<file path="src/rtl/pll_rst_pkg.sv">
// Shared definitions for the PLL lock-qualified reset controller:
// state encoding and the loss-counter width.
package pll_rst_pkg;

    typedef enum logic [1:0] {
        ST_WAIT_LOCK = 2'd0,
        ST_STABLE    = 2'd1,
        ST_RUN       = 2'd2,
        ST_LOST      = 2'd3
    } pll_state_t;

    localparam int LOSS_CNT_W = 8;

endpackage

</file>
<file path="src/rtl/sync_2ff.sv">
// Two-flop synchronizer for a single asynchronous bit; async active-low reset to 0.
module sync_2ff (
    input  logic clk,
    input  logic rst_n,
    input  logic d,
    output logic q
);

    logic meta;

    always_ff @(posedge clk or negedge rst_n) begin
        if (!rst_n) begin
            meta <= 1'b0;
            q    <= 1'b0;
        end else begin
            meta <= d;
            q    <= meta;
        end
    end

endmodule

</file>
<file path="src/rtl/pll_reset_ctrl.sv">
// Lock-qualified system reset and tick divider downstream of the PLL.
// Optional loss-event counter enabled by defining PLL_LOSS_COUNT_EN.
//
//   state     | meaning
//   WAIT_LOCK | reset held, waiting for synchronized lock
//   STABLE    | reset held, counting consecutive locked cycles
//   RUN       | reset released, tick divider running
//   LOST      | lock dropped, reset held for the minimum hold time
module pll_reset_ctrl
    import pll_rst_pkg::*;
#(
    parameter int LOCK_STABLE_CYCLES = 1024,
    parameter int RST_HOLD_CYCLES    = 16,
    parameter int TICK_DIV           = 60,
    parameter int CNT_W              = 16
) (
    input  logic                  clock_in,
    input  logic                  reset_n,
    input  logic                  locked,
    output logic                  sys_rst_n,
    output logic                  tick,
    output logic [1:0]            ctrl_state,
    output logic [LOSS_CNT_W-1:0] loss_count
);

    localparam int TDIV_W = $clog2(TICK_DIV);

    pll_state_t        state, state_n;
    logic [CNT_W-1:0]  cnt, cnt_n;
    logic [TDIV_W-1:0] tdiv, tdiv_n;
    logic              rst_n_n, tick_n;
    logic              lock_s;

    sync_2ff u_lock_sync (
        .clk   (clock_in),
        .rst_n (reset_n),
        .d     (locked),
        .q     (lock_s)
    );

    always_ff @(posedge clock_in or negedge reset_n) begin
        if (!reset_n) begin
            state     <= ST_WAIT_LOCK;
            cnt       <= '0;
            tdiv      <= '0;
            sys_rst_n <= 1'b0;
            tick      <= 1'b0;
        end else begin
            state     <= state_n;
            cnt       <= cnt_n;
            tdiv      <= tdiv_n;
            sys_rst_n <= rst_n_n;
            tick      <= tick_n;
        end
    end

    always_comb begin
        state_n = state;
        cnt_n   = cnt;
        tdiv_n  = '0;
        rst_n_n = 1'b0;
        tick_n  = 1'b0;
        case (state)
            ST_WAIT_LOCK: begin
                cnt_n = '0;
                if (lock_s) state_n = ST_STABLE;
            end
            ST_STABLE: begin
                if (!lock_s) begin
                    state_n = ST_WAIT_LOCK;
                    cnt_n   = '0;
                end else if (cnt == CNT_W'(LOCK_STABLE_CYCLES - 1)) begin
                    state_n = ST_RUN;
                    cnt_n   = '0;
                    rst_n_n = 1'b1;
                end else begin
                    cnt_n = cnt + 1'b1;
                end
            end
            ST_RUN: begin
                if (!lock_s) begin
                    state_n = ST_LOST;
                    cnt_n   = '0;
                end else begin
                    rst_n_n = 1'b1;
                    if (tdiv == TDIV_W'(TICK_DIV - 1)) begin
                        tick_n = 1'b1;
                    end else begin
                        tdiv_n = tdiv + 1'b1;
                    end
                end
            end
            ST_LOST: begin
                // lock_s deliberately ignored so the hold time is always full length
                if (cnt == CNT_W'(RST_HOLD_CYCLES - 1)) begin
                    state_n = ST_WAIT_LOCK;
                    cnt_n   = '0;
                end else begin
                    cnt_n = cnt + 1'b1;
                end
            end
            default: state_n = ST_WAIT_LOCK;
        endcase
    end

    assign ctrl_state = state;

`ifdef PLL_LOSS_COUNT_EN
    logic [LOSS_CNT_W-1:0] loss_q;

    always_ff @(posedge clock_in or negedge reset_n) begin
        if (!reset_n) begin
            loss_q <= '0;
        end else if (state == ST_RUN && !lock_s && loss_q != '1) begin
            loss_q <= loss_q + 1'b1;
        end
    end

    assign loss_count = loss_q;
`else
    assign loss_count = '0;
`endif

endmodule
</file>
<file path="config.mk">
export PLATFORM = sky130hd
export DESIGN_NAME = pll_reset_ctrl
export DESIGN_NICKNAME = d
export VERILOG_FILES = /design/src/rtl/pll_rst_pkg.sv /design/src/rtl/sync_2ff.sv /design/src/rtl/pll_reset_ctrl.sv
export SDC_FILE = /design/constraint.sdc
export NUM_CORES = 1
export LEC_CHECK = 0
export CORE_ASPECT_RATIO = 1.75
export CORE_MARGIN = 5
export CORE_UTILIZATION = 51
export DETAILED_ROUTE_END_ITERATION = 12
export GPL_ROUTABILITY_DRIVEN = 0
export HOLD_SLACK_MARGIN = 0.03
export PLACE_DENSITY = 0.68
export SKIP_CTS_REPAIR_TIMING = 1
export SLEW_MARGIN = 0
export SYNTH_ARGS = -nofsm -noshare
export SYNTH_HDL_FRONTEND = slang
export SYNTH_SLANG_ARGS = --single-unit
</file>
<file path="constraint.sdc">
create_clock -name clock_in -period 4.7 [get_ports clock_in]
set_clock_uncertainty 0.15 [all_clocks]
set_input_delay 0.94 -clock clock_in [delete_from_list [all_inputs] [get_ports clock_in]]
set_output_delay 0.94 -clock clock_in [all_outputs]
set_load 0.005 [all_outputs]
</file>
==> impl_metrics.csv, run 1 <==
group,metric,value,unit
timing,finalHoldViolations,0,
min_path,hp-class,"flop to flop",
route,post_drt_wl_per_cell,16.0,um
route,drt_iter0_drc,35,
timing,fin_crit_sh,51.6,%
floorplan,die_w,51.5,um
global_routing,antenna_found_initial,0,
critical_path,r2r_start,"ctrl_state[0]$_DFFE_PN0P_",
critical_path,end_kind,"flop",
layout,diodes,0,
critical_path,cp_cell_sequence,"inv_1 > ha_1 > and2_1 > nor4b_1 > nand2_1 > xor2_1 > a21oi_1",
timing,max-slew-margin-rel,53.0,%
global_routing,grt.total_usage,17.2,%
layout,fin_util,56.5,%
layout,fin_nets,176,
timing,tns,0,ns
route,first_pass_iters,4,
critical_path,cp_top_family,"simple AND/OR/NAND/NOR gates",
route,ant_nets,0,
timing,setup_viol_count_final,0,
logic_synthesis,synthesis.area,1530,sq um
clock_tree,insertion_delay,0.27,ns
route,via_count,1131,
timing,setup_ws,2.28,ns
clock_tree,clk_path_buf_depth,2,
layout,area_growth,6.61,%
logic_synthesis,synth-seq-cells,28,
timing,fin_crit,2.42,ns
layout,mostFrequentLayoutCells,"dfrtp_1 (28), nand2_1 (17), nand3_1 (14), nor2_1 (14), a21oi_1 (13)",
floorplan,ioPinCount,15,
logic_synthesis,synth_area_per_cell,9.59,sq um
critical_path,slowest_stage,"nor4b_1",
critical_path,worstPathMaxFanout,10,
layout,design_area,1640,sq um
layout,drive_above_1_share,6.63,%
clock_tree,cts.sinks,28,
logic_synthesis,synthFlopType,"dfrtp_1",
floorplan,rows,26,
floorplan,die_y,82.6,um
global_routing,grt_pass1_wl,5530,um
critical_path,reg2reg_depth,7,
clock_tree,cts_tree,"done",
min_path,hold_end,"u_lock_sync.q$_DFF_PN0_",
placed_design,io_buffers,6,
critical_path,worstPathRequired,4.68,ns
timing,rsz0062_at_grt,"no",
timing,whs,0.234,ns
critical_path,cp_slowest_stage_delay,0.63,ns
min_path,min_from,"u_lock_sync.meta$_DFF_PN0_",
logic_synthesis,yosysWarningCount,0,
timing,tightest_slew,0.703,ns
logic_synthesis,ys_async_sr_fraction,100,%
flow_run,cap_violations,0,
critical_path,worstPathArrival,2.41,ns
floorplan,die-area,4250,sq um
logic_synthesis,netlist_instances,160,
logic_synthesis,yosysSeqAreaShare,45.7,%
global_routing,grt_start_max_net_pins,29,
floorplan,start_util,53.0,%
placed_design,postPlaceCellArea,1580,sq um
timing,report.final.slew_viol_count,0,
critical_path,crit_path_start_kind,"flop",
logic_synthesis,synth_enable_flop_cells,0,
critical_path,r2r-end,"cnt[10]$_DFFE_PN0N_",
global_routing,grt_pass1_vias,1200,
power_and_ir_drop,leakagePower,0.715,nW
clock_tree,clk_pin_slew,0.10,ns
clock_tree,htreeDepth,1,
placed_design,pre_cts_ws,2.38,ns
route,routed_wl,3110,um
route,avgViaCountPerCell,5.83,
logic_synthesis,synth_cell_types,36,
floorplan,core,2900,sq um
power_and_ir_drop,peakVddDrop,0.189,mV
critical_path,crit_buf_inv,1,
clock_tree,cts_made_buffers,3,
clock_tree,root_buffer,"clkbuf_8",
placed_design,hpwlAfterDp,2250,um
outcome,status,"complete, no violations",
timing,fmax,0.413,GHz
min_path,min_delay_path_depth,0,
critical_path,crit_type,"flop to flop",
route,drcViolationCount,0,
global_routing,grt_overflow_total,0,
power_and_ir_drop,pwr_density_cell,302,nW/um^2
critical_path,r2r_slack,2.28,ns
layout,layout_commonest_cell,"dfrtp_1",
[metrics by stage]
stage	power [mW]	cells
floorplan	0.330	167
global placement	0.350	190
detailed placement	0.353	190
CTS	0.499	194
global route	0.521	194
finish	0.494	194
[cells in the mapped netlist (all sizes together), types with 3 or more instances]
cell type,instances,share of area (%)
nand3,14,4.6
ha,6,4.9
buf,9,4.6
xor2,10,5.7
and3,5,2.0
nand2,17,4.2
inv,4,0.98
o211ai,4,2.0
xnor2,3,1.7
dfrtp,28,46
o21ai,6,2.0
a21oi,14,4.8
clkbuf,3,0.73
nor2,15,4.2
nor3,3,0.98
[state kept, by name (all words and copies together) (netlist names), named ones only]
name	count
tick	1
u_lock_sync.q	1
cnt	16
u_lock_sync.meta	1
ctrl_state	1
sys_rst_n	1
tdiv	6
[final cells by class]
type / instances / area [sq um]
Inverter: 4 / 15.0
Sequential cell: 28 / 701
Timing Repair Buffer: 7 / 67.6
Fill cell: 265 / 1260
Multi-Input combinational cell: 123 / 762
Clock buffer: 4 / 55.1
Tap cell: 28 / 35.0
[worst max path at each step]
stage	endpoint	slack [ns]	cells after the start	from
2_1_floorplan	cnt[10]$_DFFE_PN0N_	2.54	8	ctrl_state[0]$_DFFE_PN0P_
3_3_place_gp	cnt[12]$_DFFE_PN0N_	2.44	7	ctrl_state[0]$_DFFE_PN0P_
3_5_place_dp	cnt[8]$_DFFE_PN0N_	2.38	7	ctrl_state[0]$_DFFE_PN0P_
4_1_cts	cnt[10]$_DFFE_PN0N_	2.28	7	ctrl_state[0]$_DFFE_PN0P_
5_1_grt	cnt[10]$_DFFE_PN0N_	2.00	7	ctrl_state[0]$_DFFE_PN0P_
6_report	cnt[10]$_DFFE_PN0N_	2.28	7	ctrl_state[0]$_DFFE_PN0P_
[metal layers]
| layer | routed length (um) | global-route usage (%) | vias up | part of all wire (%) |
|---|---|---|---|---|
| li1 | - | - | 554 | - |
| met1 | 1170 | 18.0 | 562 | 38 |
| met2 | 1820 | 32.4 | 11 | 58 |
| met3 | 74 | 2.87 | 4 | 2.4 |
| met4 | 44 | 8.14 | 0 | 1.4 |
| met5 | 0 | 0 | - | 0 |
[report_power, final]
part	total [mW]	switching (mW)	internal (mW)
clock	0.146	0.0716	0.0749
sequential	0.262	0.0112	0.250
combinational	0.0861	0.0512	0.0349
[logic make-up after synthesis]
kind of cell / count (synthesis) / synth area share, %
other: 1 / 0.244
adder cells (fa/ha/maj): 6 / 4.89
AND/OR/NAND/NOR: 64 / 22.3
XOR/XNOR: 13 / 7.42
AO/OA/AOI/OAI: 32 / 13.1
buffers and inverters: 16 / 6.36
flip-flops: 28 / 45.7
No activity file was read; power rests on OpenSTA's default activity.
==> run 2, diff against run 1 <==
--- a/config.mk
+++ b/config.mk
@@ -7,11 +7,11 @@
 export LEC_CHECK = 0
 export CORE_ASPECT_RATIO = 1.75
 export CORE_MARGIN = 5
-export CORE_UTILIZATION = 51
+export CORE_UTILIZATION = 50
 export DETAILED_ROUTE_END_ITERATION = 12
 export GPL_ROUTABILITY_DRIVEN = 0
 export HOLD_SLACK_MARGIN = 0.03
-export PLACE_DENSITY = 0.68
+export PLACE_DENSITY = 0.7
 export SKIP_CTS_REPAIR_TIMING = 1
 export SLEW_MARGIN = 0
 export SYNTH_ARGS = -nofsm -noshare
==> constraint.sdc (replaced) <==
create_clock -name clock_in -period 2 [get_ports clock_in]
set_clock_uncertainty 0.15 [all_clocks]
set_input_delay 0.4 -clock clock_in [delete_from_list [all_inputs] [get_ports clock_in]]
set_output_delay 0.4 -clock clock_in [all_outputs]
set_load 0.005 [all_outputs]
==> impl_metrics.csv, run 2 (synthesis results as in run 1) <==
group,metric,value,unit
outcome,status,"complete, but fails checks",
outcome,violations,"setup timing",
timing,fin_crit_sh,106,%
route,ant_nets,0,
route,avgViaCountPerCell,5.80,
layout,drive_above_1_share,17.7,%
route,first_pass_iters,4,
global_routing,grt_start_max_net_pins,29,
power_and_ir_drop,seqPwrFrac,48.7,%
timing,max-slew-margin-rel,60.7,%
critical_path,cp_cell_sequence,"or4_4 > nor4_4 > buf_4 > a21boi_4 > nor2_4 > buf_12 > o211ai_1",
timing,report.final.slew_viol_count,0,
power_and_ir_drop,p_int,894,uW
critical_path,cp_slowest_stage_delay,0.55,ns
layout,top_register,"cnt",
layout,diodes,0,
floorplan,die_w,51.9,um
timing,setup_viol_count_final,17,
critical_path,end_kind,"flop",
route,drcViolationCount,0,
critical_path,crit_path_start_kind,"flop",
timing,fin_crit,2.11,ns
floorplan,die_y,83.3,um
timing,finalHoldViolations,0,
layout,area_growth,18.9,%
timing,whs,0.207,ns
clock_tree,root_buffer,"clkbuf_8",
power_and_ir_drop,pwr_density_cell,679,nW/um^2
min_path,hp-class,"flop to flop",
critical_path,worstPathRequired,2.01,ns
power_and_ir_drop,leakagePower,0.831,nW
clock_tree,htreeDepth,1,
placed_design,io_buffers,6,
critical_path,worstPathArrival,2.12,ns
global_routing,grt_overflow_total,0,
critical_path,slowest_stage,"or4_4",
power_and_ir_drop,p_total,1.24,mW
placed_design,hpwlAfterDp,2500,um
global_routing,grt_pass1_wl,5630,um
timing,fmax,0.473,GHz
route,drt_iter0_drc,24,
layout,stdcell_count,214,
power_and_ir_drop,combPwrFrac,22.4,%
floorplan,die-area,4320,sq um
placed_design,pre_cts_ws,-0.0697,ns
route,routed_wl,3300,um
critical_path,worstPathMaxFanout,14,
flow_run,cap_violations,0,
route,via_count,1241,
floorplan,core,2930,sq um
global_routing,antenna_found_initial,0,
timing,setup_ws,-0.113,ns
global_routing,grt_pass1_vias,1334,
route,post_drt_wl_per_cell,15.4,um
critical_path,crit_type,"flop to flop",
clock_tree,cts_made_buffers,3,
clock_tree,cts_tree,"done",
timing,tightest_slew,0.584,ns
power_and_ir_drop,clkPwrFrac,28.9,%
clock_tree,cts.sinks,28,
clock_tree,clk_pin_slew,0.09,ns
global_routing,grt.total_usage,16.7,%
layout,fin_nets,196,
timing,rsz0062_at_grt,"yes",
layout,largestRegisters,"cnt x16, tdiv x6",
clock_tree,insertion_delay,0.28,ns
floorplan,ioPinCount,15,
layout,largest_register_ffs,16,
floorplan,rows,26,
layout,layout_commonest_cell,"dfrtp_1",
placed_design,dp_cells,208,
power_and_ir_drop,peakVddDrop,0.593,mV
layout,mostFrequentLayoutCells,"dfrtp_1 (28), buf_4 (20), nand2_1 (17)",
power_and_ir_drop,p_sw,344,uW
power_and_ir_drop,power.share.switching,27.8,%
floorplan,start_util,52.4,%
clock_tree,clk_path_buf_depth,2,
[run 2: changes by cell type in the layout (fill, tap and decap cells not counted), sizes merged]
cell / before / now
buf: 1 / 21
[run 2: worst paths after layout]
kind	slack, ns	startpoint	depth (start not counted)	to
worst min register to register	0.21	u_lock_sync.meta$_DFF_PN0_	0	u_lock_sync.q$_DFF_PN0_
max in group asynchronous	1.10	reset_n	2	cnt[7]$_DFFE_PN0N_
worst max-delay path	-0.11	cnt[11]$_DFFE_PN0N_	7	cnt[6]$_DFFE_PN0N_
min in group asynchronous	0.34	reset_n	2	u_lock_sync.q$_DFF_PN0_
worst max register to register	-0.11	cnt[11]$_DFFE_PN0N_	7	cnt[6]$_DFFE_PN0N_
worst min-delay path	0.21	u_lock_sync.meta$_DFF_PN0_	0	u_lock_sync.q$_DFF_PN0_
[run 2: layout make-up]
class                   instances  area (sq um)
fillers                       252          1100
multi-input cells             123           788
flip-flops and latches         28           701
repair buffers                 27           230
clock buffers                   4          55.1
well taps                      28          35.0
inverters                       4          15.0
[run 2: power by group through the flow]
stage | sequential [mW] | clock [mW] | combinational (mW)
6_report | 0.603 | 0.358 | 0.277
3_5_place_dp | 0.614 | 0 | 0.273
3_3_place_gp | 0.613 | 0 | 0.267
5_1_grt | 0.606 | 0.386 | 0.311
2_1_floorplan | 0.621 | 0 | 0.154
4_1_cts | 0.603 | 0.366 | 0.274
[run 2: worst max-delay path: cells and delay by family (launching register included)]
| kind | cells | cell delay, ns |
|---|---|---|
| simple gates | 3 | 0.93 |
| flops | 1 | 0.39 |
| buf+inv | 2 | 0.31 |
| compound gates | 2 | 0.20 |
[run 2: through the flow]
stage | setup TNS, ns | util (%) | instance area (sq um)
after floorplan | 0 | - | 1570
after global placement | -0.0849 | 59.2 | 1730
after CTS | -0.642 | 61.1 | 1790
after global routing | -2.01 | 62.3 | 1820
after detailed placement | -0.404 | 59.2 | 1730
final | -1.10 | 62.3 | 1820
[run 2: metal layers]
metal | wire length, um | up-vias | global-route usage (%)
met4 | 103 | 0 | 10.0
met5 | 0 | - | 0
met1 | 1180 | 605 | 16.7
met2 | 1910 | 30 | 30.6
met3 | 105 | 13 | 1.97
li1 | - | 593 | -
